**src/rtl/id_ex_stage.sv**
```systemverilog
// ----------------------------------------------------------------------------
// id_ex_stage
//
// Purpose:
//   ID->EX pipeline register for the MIPS-lite core. It captures the decoded
//   control bundle, register operands, register specifiers and the extended
//   immediate on every rising clock edge. It also detects load-use hazards,
//   drives a combinational stall back to fetch/decode, and loads a bubble
//   (an invalid, side-effect-free slot) on a stall or a branch/jump flush.
//
// Parameters:
//   ALU_OP_W  width of the decoder ALUOp field
//   CNT_W     width of the statistics counters
//
// Ports:
//   clk, rst                         clock, asynchronous active-high reset
//   id_valid, id_pc                  decode-stage valid flag and PC
//   id_rs_data, id_rt_data           register-file read data
//   id_rs, id_rt, id_rd              register specifiers
//   id_imm16                         raw 16-bit immediate
//   id_<ctrl>, id_aluop              decoder control bits and ALU operation
//   ex_flush                         branch taken / jump redirect this cycle
//   stall                            hold PC and IF/ID (combinational)
//   ex_valid, ex_pc, ex_*_data       registered valid flag and operands
//   ex_imm32                         registered extended immediate
//   ex_rs, ex_rt, ex_rd              registered specifiers
//   ex_<ctrl>, ex_aluop              registered control bits
//   bubble_cnt, flush_cnt            bubble statistics
//
// Configuration macro:
//   STALL_STATS_EN  when defined, bubble_cnt counts hazard bubbles and
//                   flush_cnt counts flush bubbles, both saturating. When
//                   undefined, both ports are tied to zero and no counter
//                   flops exist.
// ----------------------------------------------------------------------------
module id_ex_stage #(
  parameter int ALU_OP_W = 3,
  parameter int CNT_W    = 16
) (
  input  logic                clk,
  input  logic                rst,
  input  logic                id_valid,
  input  logic [31:0]         id_pc,
  input  logic [31:0]         id_rs_data,
  input  logic [31:0]         id_rt_data,
  input  logic [4:0]          id_rs,
  input  logic [4:0]          id_rt,
  input  logic [4:0]          id_rd,
  input  logic [15:0]         id_imm16,
  input  logic                id_reg_dst,
  input  logic                id_branch,
  input  logic                id_jmp,
  input  logic                id_write_reg_mux,
  input  logic                id_memread,
  input  logic                id_memwrite,
  input  logic                id_alusrc,
  input  logic                id_regwrite,
  input  logic                id_extend_op,
  input  logic [ALU_OP_W-1:0] id_aluop,
  input  logic                ex_flush,
  output logic                stall,
  output logic                ex_valid,
  output logic [31:0]         ex_pc,
  output logic [31:0]         ex_rs_data,
  output logic [31:0]         ex_rt_data,
  output logic [31:0]         ex_imm32,
  output logic [4:0]          ex_rs,
  output logic [4:0]          ex_rt,
  output logic [4:0]          ex_rd,
  output logic                ex_reg_dst,
  output logic                ex_branch,
  output logic                ex_jmp,
  output logic                ex_write_reg_mux,
  output logic                ex_memread,
  output logic                ex_memwrite,
  output logic                ex_alusrc,
  output logic                ex_regwrite,
  output logic                ex_extend_op,
  output logic [ALU_OP_W-1:0] ex_aluop,
  output logic [CNT_W-1:0]    bubble_cnt,
  output logic [CNT_W-1:0]    flush_cnt
);

  localparam int CTRL_W = 9;

  logic                valid_q,   valid_d;
  logic [31:0]         pc_q,      pc_d;
  logic [31:0]         rsData_q,  rsData_d;
  logic [31:0]         rtData_q,  rtData_d;
  logic [31:0]         imm32_q,   imm32_d;
  logic [4:0]          rs_q,      rs_d;
  logic [4:0]          rt_q,      rt_d;
  logic [4:0]          rd_q,      rd_d;
  logic [CTRL_W-1:0]   ctrl_q,    ctrl_d;
  logic [ALU_OP_W-1:0] aluop_q,   aluop_d;

  logic [CTRL_W-1:0]   idCtrl;
  logic [31:0]         immExt;
  logic                usesRt;
  logic                hazard;

  // Control bits packed in a fixed order so bubbles clear them in one go.
  assign idCtrl = {id_reg_dst, id_branch, id_jmp, id_write_reg_mux, id_memread,
                   id_memwrite, id_alusrc, id_regwrite, id_extend_op};

  assign immExt = id_extend_op ? {{16{id_imm16[15]}}, id_imm16} : {16'b0, id_imm16};

  // rt is a source for R-type ALU ops, stores and branch compares; for
  // immediate ALU ops and loads it is only the destination.
  assign usesRt = ~id_alusrc | id_memwrite | id_branch;

  // Writes to $0 are discarded, so a load into $0 never creates a hazard.
  assign hazard = valid_q & ctrl_q[4] & id_valid & (rt_q != 5'd0) &
                  ((rt_q == id_rs) | (usesRt & (rt_q == id_rt)));

  // A flush discards the dependent instruction anyway, so no stall is needed.
  assign stall = hazard & ~ex_flush;

  // Next-state: a flush or hazard loads an all-zero bubble; otherwise the
  // decode contents are captured with control bits gated by id_valid.
  always_comb begin
    valid_d  = 1'b0;
    pc_d     = '0;
    rsData_d = '0;
    rtData_d = '0;
    imm32_d  = '0;
    rs_d     = '0;
    rt_d     = '0;
    rd_d     = '0;
    ctrl_d   = '0;
    aluop_d  = '0;
    if (!ex_flush && !hazard) begin
      valid_d  = id_valid;
      pc_d     = id_pc;
      rsData_d = id_rs_data;
      rtData_d = id_rt_data;
      imm32_d  = immExt;
      rs_d     = id_rs;
      rt_d     = id_rt;
      rd_d     = id_rd;
      if (id_valid) begin
        ctrl_d  = idCtrl;
        aluop_d = id_aluop;
      end
    end
  end

  // Pipeline register.
  always_ff @(posedge clk or posedge rst) begin
    if (rst) begin
      valid_q  <= 1'b0;
      pc_q     <= '0;
      rsData_q <= '0;
      rtData_q <= '0;
      imm32_q  <= '0;
      rs_q     <= '0;
      rt_q     <= '0;
      rd_q     <= '0;
      ctrl_q   <= '0;
      aluop_q  <= '0;
    end else begin
      valid_q  <= valid_d;
      pc_q     <= pc_d;
      rsData_q <= rsData_d;
      rtData_q <= rtData_d;
      imm32_q  <= imm32_d;
      rs_q     <= rs_d;
      rt_q     <= rt_d;
      rd_q     <= rd_d;
      ctrl_q   <= ctrl_d;
      aluop_q  <= aluop_d;
    end
  end

  assign ex_valid   = valid_q;
  assign ex_pc      = pc_q;
  assign ex_rs_data = rsData_q;
  assign ex_rt_data = rtData_q;
  assign ex_imm32   = imm32_q;
  assign ex_rs      = rs_q;
  assign ex_rt      = rt_q;
  assign ex_rd      = rd_q;
  assign ex_aluop   = aluop_q;
  assign {ex_reg_dst, ex_branch, ex_jmp, ex_write_reg_mux, ex_memread,
          ex_memwrite, ex_alusrc, ex_regwrite, ex_extend_op} = ctrl_q;

`ifdef STALL_STATS_EN
  logic [CNT_W-1:0] bubbleCnt_q, bubbleCnt_d;
  logic [CNT_W-1:0] flushCnt_q,  flushCnt_d;

  // Saturating counters; a flush bubble is never also counted as a hazard.
  always_comb begin
    bubbleCnt_d = bubbleCnt_q;
    flushCnt_d  = flushCnt_q;
    if (ex_flush) begin
      if (!(&flushCnt_q)) flushCnt_d = flushCnt_q + 1'b1;
    end else if (hazard) begin
      if (!(&bubbleCnt_q)) bubbleCnt_d = bubbleCnt_q + 1'b1;
    end
  end

  always_ff @(posedge clk or posedge rst) begin
    if (rst) begin
      bubbleCnt_q <= '0;
      flushCnt_q  <= '0;
    end else begin
      bubbleCnt_q <= bubbleCnt_d;
      flushCnt_q  <= flushCnt_d;
    end
  end

  assign bubble_cnt = bubbleCnt_q;
  assign flush_cnt  = flushCnt_q;
`else
  assign bubble_cnt = '0;
  assign flush_cnt  = '0;
`endif

endmodule
```
**config.mk**
```make
export PLATFORM = sky130hd
export DESIGN_NAME = id_ex_stage
export DESIGN_NICKNAME = d
export VERILOG_FILES = /design/src/rtl/id_ex_stage.sv
export SDC_FILE = /design/constraint.sdc
export NUM_CORES = 1
export LEC_CHECK = 0
export ABC_AREA = 1
export CORE_ASPECT_RATIO = 1.5
export CORE_MARGIN = 1
export CORE_UTILIZATION = 25
export CTS_CLUSTER_DIAMETER = 200
export DETAILED_ROUTE_END_ITERATION = 7
export GPL_TIMING_DRIVEN = 0
export SYNTH_ARGS = -nofsm -noshare
export SYNTH_HDL_FRONTEND = slang
export SYNTH_SLANG_ARGS = --single-unit
```
**constraint.sdc**
```tcl
create_clock -name clk -period 14.94 [get_ports clk]
set_clock_uncertainty 0.15 [all_clocks]
set_input_delay 2.988 -clock clk [delete_from_list [all_inputs] [get_ports clk]]
set_output_delay 2.988 -clock clk [all_outputs]
set_load 0.02 [all_outputs]
```
==> results of run 1 <==
[power groups by stage]
stage	combinational, uW	clock (uW)	sequential, uW
2_1_floorplan	48.1	0	439
6_report	164	433	407
5_1_grt	177	464	408
3_3_place_gp	164	0	413
4_1_cts	167	450	407
3_5_place_dp	166	0	414
[worst max-delay path by stage]
stage	startpoint	endpoint	slack, ns	depth (start not counted)
floorplan	rst	ctrl_q[0]	8.02	1
global placement	rst	ex_imm32[6]	5.80	2
detailed placement	id_rt[4]	stall	7.03	10
CTS	id_rt[4]	stall	7.03	10
global route	id_rt[4]	stall	6.87	10
finish	id_rt[4]	stall	7.03	10
[worst register-to-register path: stages, from the launching register on]
cell and delay [ns]:
dfrtp_1 0.42, inv_2 0.05, nand2_1 0.05, nand2_1 0.05, nor2_1 0.17, nand3_1 0.09, nand2_1 0.07, nand2_1 0.08
nand2_2 0.14, buf_4 0.24, buf_4 0.21, nor2_1 0.07
[metal layers]
metal	vias up	wire length, um	GRT usage [%]
li1	2117	-	-
met1	1890	4970	12.9
met2	247	7960	25.7
met3	29	1720	7.30
met4	0	542	7.95
met5	-	0	0
[cells in the mapped netlist]
cell type | n | share of area [%]
nand4_1 | 2 | 0.24
nand2_1 | 43 | 3.1
nand2_2 | 1 | 0.12
nor2_1 | 149 | 11
xnor2_1 | 1 | 0.17
nand3_1 | 2 | 0.19
inv_2 | 4 | 0.29
buf_4 | 57 | 8.1
buf_2 | 5 | 0.48
inv_1 | 133 | 9.5
clkbuf_1 | 1 | 0.071
conb_1 | 1 | 0.071
dfrtp_1 | 141 | 67
[sequential cells by signal, indices dropped and copies added (netlist names)]
name        cells
ex_imm32       17
ex_rt           5
ex_rs           5
ex_rd           5
ex_valid        1
ex_rs_data     32
ex_rt_data     32
ex_pc          32
ctrl_q          9
ex_aluop        3
[layout make-up]
cell class | count | area [um2] | share of cell area (%)
clock inverters | 11 | 140 | 1.50
inverters | 137 | 519 | 5.56
multi-input cells | 230 | 878 | 9.40
flip-flops and latches | 141 | 3530 | 37.8
plain buffers | 63 | 457 | 4.89
clock buffers | 21 | 470 | 5.03
repair buffers | 300 | 3020 | 32.3
well taps | 264 | 330 | 3.53
diodes | 1 | 2.50 | 0.0268
[cell families (layout without fill, tap and decap cells)]
family / Yosys count / in the layout / share of synthesized area, %
buf+inv: 200 / 532 / 18.5
xor+xnor: 1 / 1 / 0.166
flops: 141 / 141 / 67.1
simple gates: 197 / 197 / 14.2
other cells: 1 / 33 / 0.0713
[metrics by stage]
step | util, % | hold WS [ns] | std cells | cell area (um2) | power, uW
3_3_place_gp | 42.4 | 0.893 | 1134 | 8700 | 578
3_5_place_dp | 42.6 | 0.908 | 1135 | 8730 | 580
5_1_grt | 45.6 | 0.998 | 1167 | 9340 | 1050
2_1_floorplan | - | 0.815 | 571 | 5380 | 487
6_report | 45.6 | 0.890 | 1168 | 9350 | 1000
4_1_cts | 45.6 | 0.921 | 1167 | 9340 | 1020
==> flow_metrics.tcl, run 1 <==
set metrics [dict create \
    max_freq_mhz 126 \
    syn_avg_cell_area_um2 9.74 \
    grt_max_degree 85 \
    syn_to_final_growth_pct 77.6 \
    period_needed_ns 7.91 \
    ant_nets 0 \
    hold_end "ex_valid" \
    die_y_um 180 \
    hold_depth 6 \
    report.final.setup_viol 0 \
    cts-root-buf "clkbuf_16" \
    critPathTopFamily "buffers and inverters" \
    r2r_end "ex_rs_data[26]" \
    p_int_uw 761 \
    dp_hpwl_um 11600 \
    p_leak_uw 0.00482 \
    fin_nets 1033 \
    required_ns 11.80 \
    rsz0062_at_grt "no" \
    hold_violations 0 \
    fin_ws_ns 7.03 \
    die_w_um 120 \
    crit_arrival_ns 4.77 \
    place_ws_ns 7.03 \
    combPwrFrac_pct 16.4 \
    final_common_cell "clkdlybuf4s50_1" \
    avgViaCountPerCell 3.67 \
    ys_ff_latch 141 \
    reg2regPathDepth 11 \
    seq_power_share_pct 40.5 \
    grt_pass1_wl_um 22800 \
    drt_iter0_drc 117 \
    rows 64 \
    wl_per_cell_um 13.0 \
    slew_headroom_pct 62.2 \
    antenna_found_initial 1 \
    min_from "ctrl_q[4]" \
    start_util_pct 25.7 \
    ctsHoldBuffers 0 \
    path_buf_inv 3 \
    num-fill-cells 1963 \
    routed-via-count 4283 \
    criticalPathCategory "primary input to output pin" \
    port_buffers 299 \
    critPathMaxFanout 2 \
    netlist_instances 540 \
    post_cts_buffers 0 \
    reg2reg_from "ex_rt[0]" \
    min_path_type "flip-flop to flip-flop" \
    max_slew.worst_pin.slew_ns 0.567 \
    h-tree-depth 4 \
    gp_congestion 0.764 \
    drive_gt1_share_pct 11.1 \
    grt-ovfl-total 0 \
    p_switching_uw 243 \
    yosysWarnings 0 \
    pwr-share-clk_pct 43.1 \
    first_global_vias 4198 \
    status "complete, no violations" \
    drc 0 \
    cts_tree "done" \
    ir_drop_mv 0.0654 \
    p_per_area_nw_per_um2 107 \
    cts_made_buffers 17 \
    worstSkewPairLatency_ns 0.42 \
    drt_first_pass_iters 4 \
    swShare_pct 24.2 \
    fin_setup_tns_ns 0 \
    slew_viol_final 0 \
    netlist_area_um2 5260 \
    r2r_slack_ns 13.03 \
    crit_path_end_kind "output pin" \
    ctsResizeCount 0 \
    start_kind "primary input" \
    maxCapViolCount 0 \
    synth-seq-area-share_pct 67.1 \
    critical_path.max_stage_delay_ns 0.61 \
    gr-usage-all-layers_pct 14.4 \
    crit_chain "clkdlybuf4s50_1 > inv_1 > nand2_1 > nand2_1 > nor2_1 > nand3_1 > nand2_1 > nand2_1 > nor2_1 > clkdlybuf4s50_1" \
    mostFrequentLayoutCells "clkdlybuf4s50_1 (299), nor2_1 (149), dfrtp_1 (141)" \
    min_period_over_period_pct 52.9 \
    clockBufferDepth 2 \
    wl_um 15200 \
    path_clk_slew_ns 0.06 \
    critPathMostFrequentCell "nand2_1" \
    io_pins 332 \
    synth.distinct_cells 13 \
    cts.sink_count 141 \
    dieArea_um2 21600 \
    core_um2 20500 \
    crit_path_top_delay_cell "clkdlybuf4s50_1" \
]
No activity file was read; power rests on OpenSTA's default activity.
==> inputs of run 2 (changes only) <==
Clock period 14.94 ns to 7 ns, I/O delays scaled along.
==> results of run 2 <==
The final DEF is identical to that of run 1. Status: complete, no violations.
Main changes from that run: setup slack after placement 7.03 ns -> 2.27 ns; setup slack after layout 7.03 ns -> 2.27 ns; register-to-register setup slack 13.03 ns -> 5.09 ns; total power 1000 uW -> 2140 uW; worst IR drop on VDD 0.0654 mV -> 0.139 mV
==> inputs of run 3 (changes only) <==
Clock period 7 ns to 5 ns, I/O delays scaled along.
==> results of run 3 <==
The final DEF is identical to that of run 1. Status: complete, no violations.
Main changes from that run: setup slack after placement 7.03 ns -> 1.07 ns; setup slack after layout 7.03 ns -> 1.07 ns; hold slack 0.890 ns -> 0.859 ns; register-to-register setup slack 13.03 ns -> 3.09 ns; total power 1000 uW -> 3000 uW; worst IR drop on VDD 0.0654 mV -> 0.195 mV
